[src/rtl/alsu_seq_if.sv]
// alsu_seq_if: operand/result bundle of the alsu_seq unit.
//
// Signals
//   in_valid / in_ready : operand bundle handshake (source -> unit)
//   A, B, cin, opcode   : operands, carry-in and operation select
//   red_op_A/B          : reduction selects
//   bypass_A/B          : operand pass-through selects
//   direction           : shift/rotate direction, 1 = left
//   serial_in           : fill bit for shift
//   out, out_valid, err : result register, completion pulse, error qualifier
//   leds                : error indicator
//   dbg_state           : FSM state of the unit, for observation only
//
// Modports
//   master : operand source (drives the bundle, observes results)
//   slave  : the unit itself
interface alsu_seq_if #(
   parameter int WIDTH = 8,
   parameter int LED_W = 16
);
   logic                 in_valid;
   logic                 in_ready;
   logic [WIDTH-1:0]     A;
   logic [WIDTH-1:0]     B;
   logic                 cin;
   logic [2:0]           opcode;
   logic                 red_op_A;
   logic                 red_op_B;
   logic                 bypass_A;
   logic                 bypass_B;
   logic                 direction;
   logic                 serial_in;
   logic [2*WIDTH-1:0]   out;
   logic                 out_valid;
   logic                 err;
   logic [LED_W-1:0]     leds;
   logic [1:0]           dbg_state;

   modport master (
      output in_valid, A, B, cin, opcode, red_op_A, red_op_B,
             bypass_A, bypass_B, direction, serial_in,
      input  in_ready, out, out_valid, err, leds, dbg_state
   );

   modport slave (
      input  in_valid, A, B, cin, opcode, red_op_A, red_op_B,
             bypass_A, bypass_B, direction, serial_in,
      output in_ready, out, out_valid, err, leds, dbg_state
   );
endinterface

[src/rtl/alsu_seq.sv]
// alsu_seq: sequential arithmetic/logic/shift unit with a valid/ready
// operand interface and a double-width result register.
//
// Ports
//   clk  : clock, all state updates on the rising edge
//   rst  : synchronous active-high reset, overrides everything
//   bus  : alsu_seq_if.slave bundle (operands in, result/status out)
//
// Handshake: a bundle transfers on a rising edge where in_valid and
// in_ready are both high. in_ready is high only in IDLE; while it is low
// the bundle inputs are ignored and the source must hold its bundle.
// out_valid is a one-cycle pulse on the cycle after out was written; err
// is meaningful only while out_valid is high. in_ready is already high in
// that same cycle, so a new bundle can be accepted back-to-back.
//
// Timing: non-multiply result one edge after accept; a valid multiply
// (opcode 3) takes WIDTH edges, one partial product per edge.
module alsu_seq #(
   parameter int WIDTH          = 8,
   parameter     INPUT_PRIORITY = "A",
   parameter     FULL_ADDER     = "ON",
   parameter int LED_W          = 16
) (
   input  logic       clk,
   input  logic       rst,
   alsu_seq_if.slave  bus
);

   localparam int OW      = 2 * WIDTH;
   localparam int CW      = $clog2(WIDTH);
   localparam bit PRIO_A  = (INPUT_PRIORITY == "A");
   localparam bit USE_CIN = (FULL_ADDER == "ON");

   typedef enum logic [1:0] {
      S_IDLE = 2'd0,
      S_EXEC = 2'd1,
      S_MUL  = 2'd2
   } state_e;

   // A bundle is invalid for opcodes 6/7, or for a reduction request on
   // any opcode other than AND/XOR.
   function automatic logic bundle_invalid(input logic [2:0] op,
                                           input logic       ra,
                                           input logic       rb);
      return (op[2] & op[1]) | ((ra | rb) & (op[2] | op[1]));
   endfunction

   state_e              state_q, state_d;
   logic [WIDTH-1:0]    a_q, a_d;
   logic [WIDTH-1:0]    b_q, b_d;
   logic                cin_q, cin_d;
   logic [2:0]          opcode_q, opcode_d;
   logic                red_a_q, red_a_d;
   logic                red_b_q, red_b_d;
   logic                byp_a_q, byp_a_d;
   logic                byp_b_q, byp_b_d;
   logic                dir_q, dir_d;
   logic                sin_q, sin_d;
   logic [CW-1:0]       cnt_q, cnt_d;
   logic [OW-1:0]       acc_q, acc_d;
   logic [OW-1:0]       out_q, out_d;
   logic                out_valid_q, out_valid_d;
   logic                err_q, err_d;
   logic [LED_W-1:0]    leds_q, leds_d;

   // Datapath intermediates
   logic                accept;
   logic                inv_cap;
   logic [WIDTH-1:0]    mag_a;
   logic [WIDTH-1:0]    mag_b;
   logic                neg_prod;
   logic [OW-1:0]       pp;
   logic [OW-1:0]       mul_sum;
   logic [OW-1:0]       product;
   logic [WIDTH:0]      sum_w;
   logic [WIDTH-1:0]    and_ab;
   logic [WIDTH-1:0]    xor_ab;
   logic [WIDTH-1:0]    red_sel;
   logic [WIDTH-1:0]    byp_sel;
   logic [OW-1:0]       shift_v;
   logic [OW-1:0]       rot_v;
   logic [OW-1:0]       res;

   // ------------------------------------------------------------------
   // Result datapath, evaluated from the captured bundle
   // ------------------------------------------------------------------
   always_comb begin
      inv_cap  = bundle_invalid(opcode_q, red_a_q, red_b_q);

      // Multiply runs on magnitudes; the sign is restored at the last edge.
      // The most negative operand maps to 2^(WIDTH-1), which still fits
      // in WIDTH unsigned bits.
      mag_a    = a_q[WIDTH-1] ? -a_q : a_q;
      mag_b    = b_q[WIDTH-1] ? -b_q : b_q;
      neg_prod = a_q[WIDTH-1] ^ b_q[WIDTH-1];
      pp       = {{WIDTH{1'b0}}, mag_a} << cnt_q;
      if (!mag_b[cnt_q]) begin
         pp = '0;
      end
      mul_sum  = acc_q + pp;
      product  = neg_prod ? -mul_sum : mul_sum;

      // WIDTH+1-bit sum keeps the carry, so no overflow is lost.
      sum_w    = {a_q[WIDTH-1], a_q} + {b_q[WIDTH-1], b_q}
               + {{WIDTH{1'b0}}, cin_q & USE_CIN};

      and_ab   = a_q & b_q;
      xor_ab   = a_q ^ b_q;

      if (red_a_q && red_b_q) begin
         red_sel = PRIO_A ? a_q : b_q;
      end else if (red_a_q) begin
         red_sel = a_q;
      end else begin
         red_sel = b_q;
      end

      if (byp_a_q && byp_b_q) begin
         byp_sel = PRIO_A ? a_q : b_q;
      end else if (byp_a_q) begin
         byp_sel = a_q;
      end else begin
         byp_sel = b_q;
      end

      // Shift/rotate act on the result register as it stood at accept;
      // out_q does not change while the op is in flight.
      shift_v  = dir_q ? {out_q[OW-2:0], sin_q} : {sin_q, out_q[OW-1:1]};
      rot_v    = dir_q ? {out_q[OW-2:0], out_q[OW-1]}
                       : {out_q[0], out_q[OW-1:1]};

      res = '0;
      if (byp_a_q || byp_b_q) begin
         res = {{WIDTH{byp_sel[WIDTH-1]}}, byp_sel};
      end else begin
         unique case (opcode_q)
            3'd0: begin
               if (red_a_q || red_b_q) begin
                  res = {{(OW-1){1'b0}}, &red_sel};
               end else begin
                  res = {{WIDTH{and_ab[WIDTH-1]}}, and_ab};
               end
            end
            3'd1: begin
               if (red_a_q || red_b_q) begin
                  res = {{(OW-1){1'b0}}, ^red_sel};
               end else begin
                  res = {{WIDTH{xor_ab[WIDTH-1]}}, xor_ab};
               end
            end
            3'd2:    res = {{(WIDTH-1){sum_w[WIDTH]}}, sum_w};
            3'd3:    res = product;
            3'd4:    res = shift_v;
            3'd5:    res = rot_v;
            default: res = '0;
         endcase
      end
   end

   // ------------------------------------------------------------------
   // FSM next state and register updates
   // ------------------------------------------------------------------
   always_comb begin
      state_d     = state_q;
      a_d         = a_q;
      b_d         = b_q;
      cin_d       = cin_q;
      opcode_d    = opcode_q;
      red_a_d     = red_a_q;
      red_b_d     = red_b_q;
      byp_a_d     = byp_a_q;
      byp_b_d     = byp_b_q;
      dir_d       = dir_q;
      sin_d       = sin_q;
      cnt_d       = cnt_q;
      acc_d       = acc_q;
      out_d       = out_q;
      out_valid_d = 1'b0;
      err_d       = err_q;
      leds_d      = leds_q;

      accept = bus.in_valid && (state_q == S_IDLE);

      unique case (state_q)
         S_IDLE: begin
            if (accept) begin
               a_d      = bus.A;
               b_d      = bus.B;
               cin_d    = bus.cin;
               opcode_d = bus.opcode;
               red_a_d  = bus.red_op_A;
               red_b_d  = bus.red_op_B;
               byp_a_d  = bus.bypass_A;
               byp_b_d  = bus.bypass_B;
               dir_d    = bus.direction;
               sin_d    = bus.serial_in;
               cnt_d    = '0;
               acc_d    = '0;
               if (bus.opcode == 3'd3 &&
                   !bundle_invalid(bus.opcode, bus.red_op_A, bus.red_op_B)) begin
                  state_d = S_MUL;
               end else begin
                  state_d = S_EXEC;
               end
            end
         end
         S_EXEC: begin
            state_d = S_IDLE;
         end
         S_MUL: begin
            if (cnt_q == CW'(WIDTH - 1)) begin
               state_d = S_IDLE;
               cnt_d   = '0;
               acc_d   = '0;
            end else begin
               acc_d = mul_sum;
               cnt_d = cnt_q + 1'b1;
            end
         end
         default: state_d = S_IDLE;
      endcase

      // Completion: EXEC always finishes on its single edge; MUL on its
      // last partial product.
      if ((state_q == S_EXEC) ||
          (state_q == S_MUL && cnt_q == CW'(WIDTH - 1))) begin
         out_valid_d = 1'b1;
         if (inv_cap) begin
            out_d  = '0;
            err_d  = 1'b1;
            leds_d = ~leds_q;
         end else begin
            out_d  = res;
            err_d  = 1'b0;
            leds_d = '0;
         end
      end
   end

   always_ff @(posedge clk) begin
      if (rst) begin
         state_q     <= S_IDLE;
         a_q         <= '0;
         b_q         <= '0;
         cin_q       <= 1'b0;
         opcode_q    <= '0;
         red_a_q     <= 1'b0;
         red_b_q     <= 1'b0;
         byp_a_q     <= 1'b0;
         byp_b_q     <= 1'b0;
         dir_q       <= 1'b0;
         sin_q       <= 1'b0;
         cnt_q       <= '0;
         acc_q       <= '0;
         out_q       <= '0;
         out_valid_q <= 1'b0;
         err_q       <= 1'b0;
         leds_q      <= '0;
      end else begin
         state_q     <= state_d;
         a_q         <= a_d;
         b_q         <= b_d;
         cin_q       <= cin_d;
         opcode_q    <= opcode_d;
         red_a_q     <= red_a_d;
         red_b_q     <= red_b_d;
         byp_a_q     <= byp_a_d;
         byp_b_q     <= byp_b_d;
         dir_q       <= dir_d;
         sin_q       <= sin_d;
         cnt_q       <= cnt_d;
         acc_q       <= acc_d;
         out_q       <= out_d;
         out_valid_q <= out_valid_d;
         err_q       <= err_d;
         leds_q      <= leds_d;
      end
   end

   assign bus.in_ready  = (state_q == S_IDLE);
   assign bus.out       = out_q;
   assign bus.out_valid = out_valid_q;
   assign bus.err       = err_q;
   assign bus.leds      = leds_q;
   assign bus.dbg_state = state_q;

endmodule

[src/flat_wrapper.sv]
// flat-port wrapper written by rule: the top's interface ports become plain ports
module alsu_seq_flat 
#(
   parameter int WIDTH          = 8,
   parameter     INPUT_PRIORITY = " ",
   parameter     FULL_ADDER     = "  ",
   parameter int LED_W          = 16
)
  (clk, rst, bus_in_valid, bus_A, bus_B, bus_cin, bus_opcode, bus_red_op_A, bus_red_op_B, bus_bypass_A, bus_bypass_B, bus_direction, bus_serial_in, bus_in_ready, bus_out, bus_out_valid, bus_err, bus_leds, bus_dbg_state);
  alsu_seq_if #(.WIDTH(WIDTH), .LED_W(LED_W)) bus_i ();
  input  logic clk;
  input  logic rst;
  input wire logic [$bits(bus_i.in_valid)-1:0] bus_in_valid;
  input wire logic [$bits(bus_i.A)-1:0] bus_A;
  input wire logic [$bits(bus_i.B)-1:0] bus_B;
  input wire logic [$bits(bus_i.cin)-1:0] bus_cin;
  input wire logic [$bits(bus_i.opcode)-1:0] bus_opcode;
  input wire logic [$bits(bus_i.red_op_A)-1:0] bus_red_op_A;
  input wire logic [$bits(bus_i.red_op_B)-1:0] bus_red_op_B;
  input wire logic [$bits(bus_i.bypass_A)-1:0] bus_bypass_A;
  input wire logic [$bits(bus_i.bypass_B)-1:0] bus_bypass_B;
  input wire logic [$bits(bus_i.direction)-1:0] bus_direction;
  input wire logic [$bits(bus_i.serial_in)-1:0] bus_serial_in;
  output wire logic [$bits(bus_i.in_ready)-1:0] bus_in_ready;
  output wire logic [$bits(bus_i.out)-1:0] bus_out;
  output wire logic [$bits(bus_i.out_valid)-1:0] bus_out_valid;
  output wire logic [$bits(bus_i.err)-1:0] bus_err;
  output wire logic [$bits(bus_i.leds)-1:0] bus_leds;
  output wire logic [$bits(bus_i.dbg_state)-1:0] bus_dbg_state;
  assign bus_i.in_valid = bus_in_valid;
  assign bus_i.A = bus_A;
  assign bus_i.B = bus_B;
  assign bus_i.cin = bus_cin;
  assign bus_i.opcode = bus_opcode;
  assign bus_i.red_op_A = bus_red_op_A;
  assign bus_i.red_op_B = bus_red_op_B;
  assign bus_i.bypass_A = bus_bypass_A;
  assign bus_i.bypass_B = bus_bypass_B;
  assign bus_i.direction = bus_direction;
  assign bus_i.serial_in = bus_serial_in;
  assign bus_in_ready = bus_i.in_ready;
  assign bus_out = bus_i.out;
  assign bus_out_valid = bus_i.out_valid;
  assign bus_err = bus_i.err;
  assign bus_leds = bus_i.leds;
  assign bus_dbg_state = bus_i.dbg_state;
  alsu_seq #(.WIDTH(WIDTH), .INPUT_PRIORITY(INPUT_PRIORITY), .FULL_ADDER(FULL_ADDER), .LED_W(LED_W)) u_core (.clk(clk), .rst(rst), .bus(bus_i));
endmodule
[config.mk]
export PLATFORM = sky130hd
export DESIGN_NAME = alsu_seq_flat
export DESIGN_NICKNAME = d
export VERILOG_FILES = /design/src/rtl/alsu_seq_if.sv /design/src/rtl/alsu_seq.sv /design/src/flat_wrapper.sv
export SDC_FILE = /design/constraint.sdc
export NUM_CORES = 1
export LEC_CHECK = 0
export CAP_MARGIN = 30
export CORE_MARGIN = 3
export CORE_UTILIZATION = 55
export DETAILED_ROUTE_END_ITERATION = 10
export HOLD_SLACK_MARGIN = 0.02
export PLACE_DENSITY = 0.86
export SLEW_MARGIN = 0
export SYNTH_ARGS = -nofsm -noshare
export SYNTH_HDL_FRONTEND = slang
export SYNTH_SLANG_ARGS = --single-unit
[constraint.sdc]
create_clock -name clk -period 10.3 [get_ports clk]
set_input_delay 2.06 -clock clk [delete_from_list [all_inputs] [get_ports clk]]
set_output_delay 2.06 -clock clk [all_outputs]
set_load 0.01 [all_outputs]
==> impl_metrics.toml, run 1 <==
[final_layout]
drive_gt1_share_pct = 4.99
final_cell_mix = "nand2_1, dfxtp_1, nor2_1"
multi_input_area_um2 = 3870
fin_nets = 820
layout_commonest_cell = "nand2_1"
n_antenna_cell = 0
fill_cells = 824
utilization_pct = 66.4
syn2layout_area_growth_pct = 15.6
ff_latch_area_um2 = 1600

[flow_run]
drv_cap = 0

[power_and_ir_drop]
intPower_mw = 0.515
p_switching_mw = 0.224
swShare_pct = 30.4
comb_power_share_pct = 20.3
leakage_nw = 2.52
clkPwrFrac_pct = 32.8
p_per_area_nw_per_um2 = 112
ir_drop_v = 0.0000874
total_power_mw = 0.739
p_seq_share_pct = 46.8

[grt]
gr-total-overflow = 0
grt_use_total_pct = 26.5
antenna_found_initial = 0
grt_max_degree = 53
grt_first_pass_wirelength_um = 24900
grt_pass1_vias = 5270

[sta]
rsz0062_at_grt = "no"
period_share_pct = 48.3
slew_headroom_pct = 35.8
worst_pin_slew_ns = 0.956
fmax_ghz = 0.201
finClkSkew_ns = 0.0159
setup_viol = 0
worst_slack_ns = 5.33
finalSetupTns_ns = 0
hold_viol_final = 0
slew_violations = 0
fin_crit_ns = 4.97

[detailed_routing]
viasPerCell = 6.15
wl_per_cell_um = 16.7
drt_pass1_iterations = 5
drt-initial-drc-count = 296
detail-route-antenna-nets = 0
finalWirelength_um = 14900
num_vias = 5500
drcViolationCount = 0

[placed_design]
numPortBuffers = 64
place_congestion = 0.973
hpwl_um = 11300
dp_worst_setup_slack_ns = 5.34

[synthesis]
avgSynthCellArea_um2 = 7.87
synth_edf_count = 0
synth-seq-cells = 80
yosysWarningCount = 0
synthDistinctLibCells = 68
syn_area_um2 = 5690
ys_seq_area_share_pct = 28.1
syn_nets = 786
async_reset_ff_share_pct = 0
synth_top_flop_cell = "dfxtp_1"
syn_inst = 723

[floorplan]
start_util_pct = 57.4
placeableCoreArea_um2 = 9910
die_h_um = 108
rows = 36
io-pin-count = 66
die-area_um2 = 11600
die_x_um = 108

[setup_path]
worstSetupStartpointType = "flop"
required_ns = 10.55
rr_endpoint = "u_core.bus.out[15]$_SDFFE_PP0P_"
r2r_setup_slack_ns = 5.33
r2r-start = "u_core.b_q[1]$_SDFFE_PP0P_"
cp.arrival_ns = 5.23
critPathMaxFanout = 9
critPathKind = "flop to flop"
endpoint_kind = "flop"
reg2regPathDepth = 17

[clock_tree]
hold_buffers = 0
cts_tree = "yes"
cts-root-buf = "clkbuf_8"
cts_sinks = 80
post_cts_buffers = 0
cts_max_path_buffers = 2
ctsResizeCount = 0
cts_buffers = 9
cts-htree-levels = 3
clock_latency_ns = 0.38
cts.clk_slew.worst_paths_ns = 0.09

[worst_hold_path]
hold_class = "flop to flop"
hold_end = "u_core.bus.err$_SDFFE_PP0P_"
worstHoldPathCells = 2
min_from = "u_core.bus.err$_SDFFE_PP0P_"

[run_status]
status = "completed"
-- worst max path at each step --
| stage | startpoint | end | slack, ns | depth (start not counted) |
|---|---|---|---|---|
| after detailed placement | u_core.b_q[1]$_SDFFE_PP0P_ | u_core.bus.out[15]$_SDFFE_PP0P_ | 5.34 | 17 |
| after global routing | u_core.b_q[1]$_SDFFE_PP0P_ | u_core.bus.out[15]$_SDFFE_PP0P_ | 4.95 | 17 |
| final | u_core.b_q[1]$_SDFFE_PP0P_ | u_core.bus.out[15]$_SDFFE_PP0P_ | 5.33 | 17 |
| after global placement | u_core.b_q[1]$_SDFFE_PP0P_ | u_core.bus.out[15]$_SDFFE_PP0P_ | 5.55 | 17 |
| after floorplan | u_core.b_q[1]$_SDFFE_PP0P_ | u_core.bus.out[15]$_SDFFE_PP0P_ | 5.84 | 18 |
| after CTS | u_core.b_q[1]$_SDFFE_PP0P_ | u_core.bus.out[15]$_SDFFE_PP0P_ | 5.35 | 17 |
-- Yosys cell counts (all sizes together), types with 5 or more instances --
library cell	number	area [um2]
a211oi	7	70.1
a21o	9	67.6
a21oi	60	304
a22o	16	140
a22oi	5	37.5
a31oi	6	37.5
buf	6	32.5
clkbuf	39	146
dfxtp	80	1600
ha	32	400
inv	16	60.1
mux2i	34	340
nand2	100	375
nand2b	8	50.1
nand3	10	50.1
nand3b	8	60.1
nor2	71	267
nor2b	8	50.1
nor3	9	45.0
nor3b	6	45.0
o211ai	5	37.5
o21ai	34	170
o21bai	6	48.8
o221ai	8	70.1
o22ai	16	100
o31ai	8	60.1
or2	5	31.3
or3	8	60.1
xnor2	25	219
xor2	32	280
-- logic make-up after synthesis --
family                     count (synthesis)  synth area share, %
buffers and inverters                     62                 4.27
and+or+nand+nor                          249                 20.3
DFF                                       80                 28.1
muxes                                     35                 6.38
AOI/OAI and AO/OA                        205                 24.3
xor gates and xnor gates                  57                 8.77
adders and majority gates                 35                 7.92
-- routing by layer --
layer	share of wire, %	up-vias	track usage [%]
met3	6.4	31	6.06
met1	43	2606	33.2
met2	48	198	43.8
met5	0	-	0
li1	-	2665	-
met4	2.4	0	10.6
-- layout make-up --
cell class,count,share of cell area [%]
clock inverters,5,0.951
multi-input cells,581,58.9
well taps,133,2.53
inverters,17,0.970
flip-flops and latches,80,24.4
repair buffers,68,10.2
clock buffers,11,2.15
-- power by group through the flow --
| stage | combinational (mW) | clock, mW | sequential (mW) |
|---|---|---|---|
| after floorplan | 0.103 | 0 | 0.345 |
| after global placement | 0.143 | 0 | 0.352 |
| after detailed placement | 0.148 | 0 | 0.353 |
| after CTS | 0.149 | 0.247 | 0.345 |
| after global routing | 0.166 | 0.259 | 0.349 |
| final | 0.150 | 0.243 | 0.346 |
-- sequential cells by signal (all words and copies together), names as in the netlist --
name	count
u_core.acc_q	16
u_core.bus.leds	16
u_core.bus.out	16
u_core.a_q	8
u_core.b_q	8
u_core.cnt_q	3
u_core.opcode_q	3
u_core.bus.dbg_state	2
u_core.bus.err	1
u_core.bus.out_valid	1
u_core.byp_a_q	1
u_core.byp_b_q	1
u_core.dir_q	1
u_core.red_a_q	1
u_core.red_b_q	1
u_core.sin_q	1
-- critical path, stage by stage, from the launching register on --
cell	delay, ns
dfxtp_1	0.51
inv_1	0.10
ha_1	0.22
nor2b_1	0.16
xnor2_1	0.09
mux4_2	0.48
or2_2	0.37
o22ai_1	0.23
ha_1	0.35
and2_1	0.22
a211oi_2	0.25
a21oi_1	0.14
a211oi_1	0.42
o211ai_1	0.25
or3_4	0.43
o41ai_2	0.37
xor2_1	0.20
o22ai_1	0.10
-- through the flow --
stage          cell area [um2]  cells  hold slack [ns]
2_1_floorplan             5690    723            0.448
3_3_place_gp              6360    877            0.432
3_5_place_dp              6370    879            0.448
4_1_cts                   6580    895            0.460
5_1_grt                   6580    895            0.495
6_report                  6580    895            0.460
No activity file was read; power rests on OpenSTA's default activity.
==> run 2, diff against run 1 <==
- CORE_UTILIZATION: 55 -> 52
- PLACE_DENSITY: 0.86 -> 0.85
- clock period: 10.3 -> 4.2 ns (I/O delays scaled with it)
==> run 2 against run 1 <==
Net effect:
- the run now ends with negative setup slack left
- first-iteration DRC count grew 130%
- setup slack got worse by 5.6 ns
- clock power grew 150%
- worst hold slack got worse by 0.0042 ns
- global-route usage is 1.4 points higher
- critical path type unchanged
==> impl_metrics.toml, run 2 (synthesis gave the netlist of run 1 again) <==
[sta]
finalHoldWorstSlack_ns = 0.456
fin_crit_ns = 4.44
period_share_pct = 106
worst_pin_slew_ns = 1.02
fmax_ghz = 0.225
worst_slack_ns = -0.243
finalSetupTns_ns = -1.52
rsz0062_at_grt = "yes"
finClkSkew_ns = 0.00974
hold_viol_final = 0
setup_viol = 9
slew_violations = 0
slew_headroom_pct = 31.2

[final_layout]
n_antenna_cell = 0
layout_commonest_cell = "nand2_1"
final_cell_mix = "nand2_1, buf_4, dfxtp_1"
drive_gt1_share_pct = 22.5
utilization_pct = 74.2
fin_nets = 908
syn2layout_area_growth_pct = 36.4

[run_status]
violations = "negative setup slack"
status = "finished with violations"

[clock_tree]
clock_latency_ns = 0.37
cts_tree = "yes"
cts_buffers = 9
cts-root-buf = "clkbuf_8"
cts_max_path_buffers = 2
hold_buffers = 0
cts.clk_slew.worst_paths_ns = 0.09
cts_sinks = 80
cts-htree-levels = 3

[power_and_ir_drop]
p_per_area_nw_per_um2 = 246
ir_drop_v = 0.000183
leakage_nw = 3.05

[grt]
grt_pass1_vias = 5890
grt_max_degree = 39
gr-total-overflow = 0
grt_first_pass_wirelength_um = 28800
grt_use_total_pct = 27.9
antenna_found_initial = 0

[detailed_routing]
drcViolationCount = 0
drt_pass1_iterations = 5
finalWirelength_um = 18900
detail-route-antenna-nets = 0
num_vias = 6130
viasPerCell = 6.22
drt-initial-drc-count = 679
wl_per_cell_um = 19.2

[flow_run]
drv_cap = 0

[floorplan]
start_util_pct = 54.4
die_x_um = 111
io-pin-count = 66
die-area_um2 = 12200
die_h_um = 111
rows = 37
placeableCoreArea_um2 = 10500

[worst_hold_path]
hold_class = "flop to flop"

[setup_path]
required_ns = 4.45
endpoint_kind = "flop"
worstSetupStartpointType = "flop"
cp.arrival_ns = 4.69
critPathMaxFanout = 4
critPathKind = "flop to flop"

[placed_design]
place_congestion = 0.967
hpwl_um = 12800
numPortBuffers = 64
## run 2: critical path, stage by stage (launching register included)
cell and delay (ns):
dfxtp_1 0.48, inv_1 0.08, ha_1 0.24, nand2b_1 0.17, xnor2_1 0.18, mux2i_1 0.28
nor2_1 0.11, a31oi_2 0.28, nor2_4 0.08, ha_4 0.25, a211oi_4 0.35, o21bai_2 0.13
a21oi_2 0.21, xnor2_2 0.12, or3_4 0.41, or3_4 0.41, o41ai_4 0.23, xor2_1 0.19
o22ai_1 0.10
## run 2: timing repair
action | 4_1_cts | 5_1_grt
pin swaps | 28 | 11
gates resized for setup | 34 | 40
buffers inserted | 13 | 2
setup endpoints to repair | 12 | 14
gates cloned | 1 | 0
## run 2: cell type report
type	instances	area, um2
multi-input cells	582	4380
fillers	728	2700
flip-flops and latches	80	1600
repair buffers	155	1340
well taps	136	170
clock buffers	9	124
clock inverters	7	78.8
inverters	17	63.8
## run 2: worst paths after layout
check	from	to	slack, ns	cells after the start
worst max-delay path	u_core.a_q[0]$_SDFFE_PP0P_	u_core.bus.out[15]$_SDFFE_PP0P_	-0.24	18
worst min-delay path	u_core.bus.err$_SDFFE_PP0P_	u_core.bus.err$_SDFFE_PP0P_	0.46	2
worst max register to register	u_core.a_q[0]$_SDFFE_PP0P_	u_core.bus.out[15]$_SDFFE_PP0P_	-0.24	18
worst min register to register	u_core.bus.err$_SDFFE_PP0P_	u_core.bus.err$_SDFFE_PP0P_	0.46	2
## run 2: metrics by stage
| stage | area [um2] | total power, mW | worst slack, ns | instances |
|---|---|---|---|---|
| after floorplan | 5790 | 1.10 | 0.00131 | 723 |
| after global placement | 7000 | 1.25 | -0.201 | 954 |
| after global routing | 7760 | 1.98 | -0.427 | 986 |
| final | 7760 | 1.91 | -0.243 | 986 |
| after detailed placement | 7000 | 1.27 | -0.302 | 954 |
| after CTS | 7480 | 1.88 | -0.0525 | 984 |
## run 2: routing by layer
metal  global-route usage [%]  vias to the layer above  part of all wire, %
met4                     12.2                        0                  4.4
met5                        0                        -                    0
met3                     3.84                       82                  6.4
met2                     47.5                      303                   49
li1                         -                     2838                    -
met1                     35.1                     2907                   40
## run 2: power by group
| part | internal, mW | switching [mW] | total [mW] |
|---|---|---|---|
| Clock | 0.281 | 0.326 | 0.607 |
| Combinational | 0.221 | 0.250 | 0.471 |
| Sequential | 0.793 | 0.0430 | 0.836 |
==> run 3, diff against run 2 <==
- SLEW_MARGIN: 0 -> unset
==> results of run 3 <==
Same layout as run 2: the final DEF is identical, and so are final timing and power.
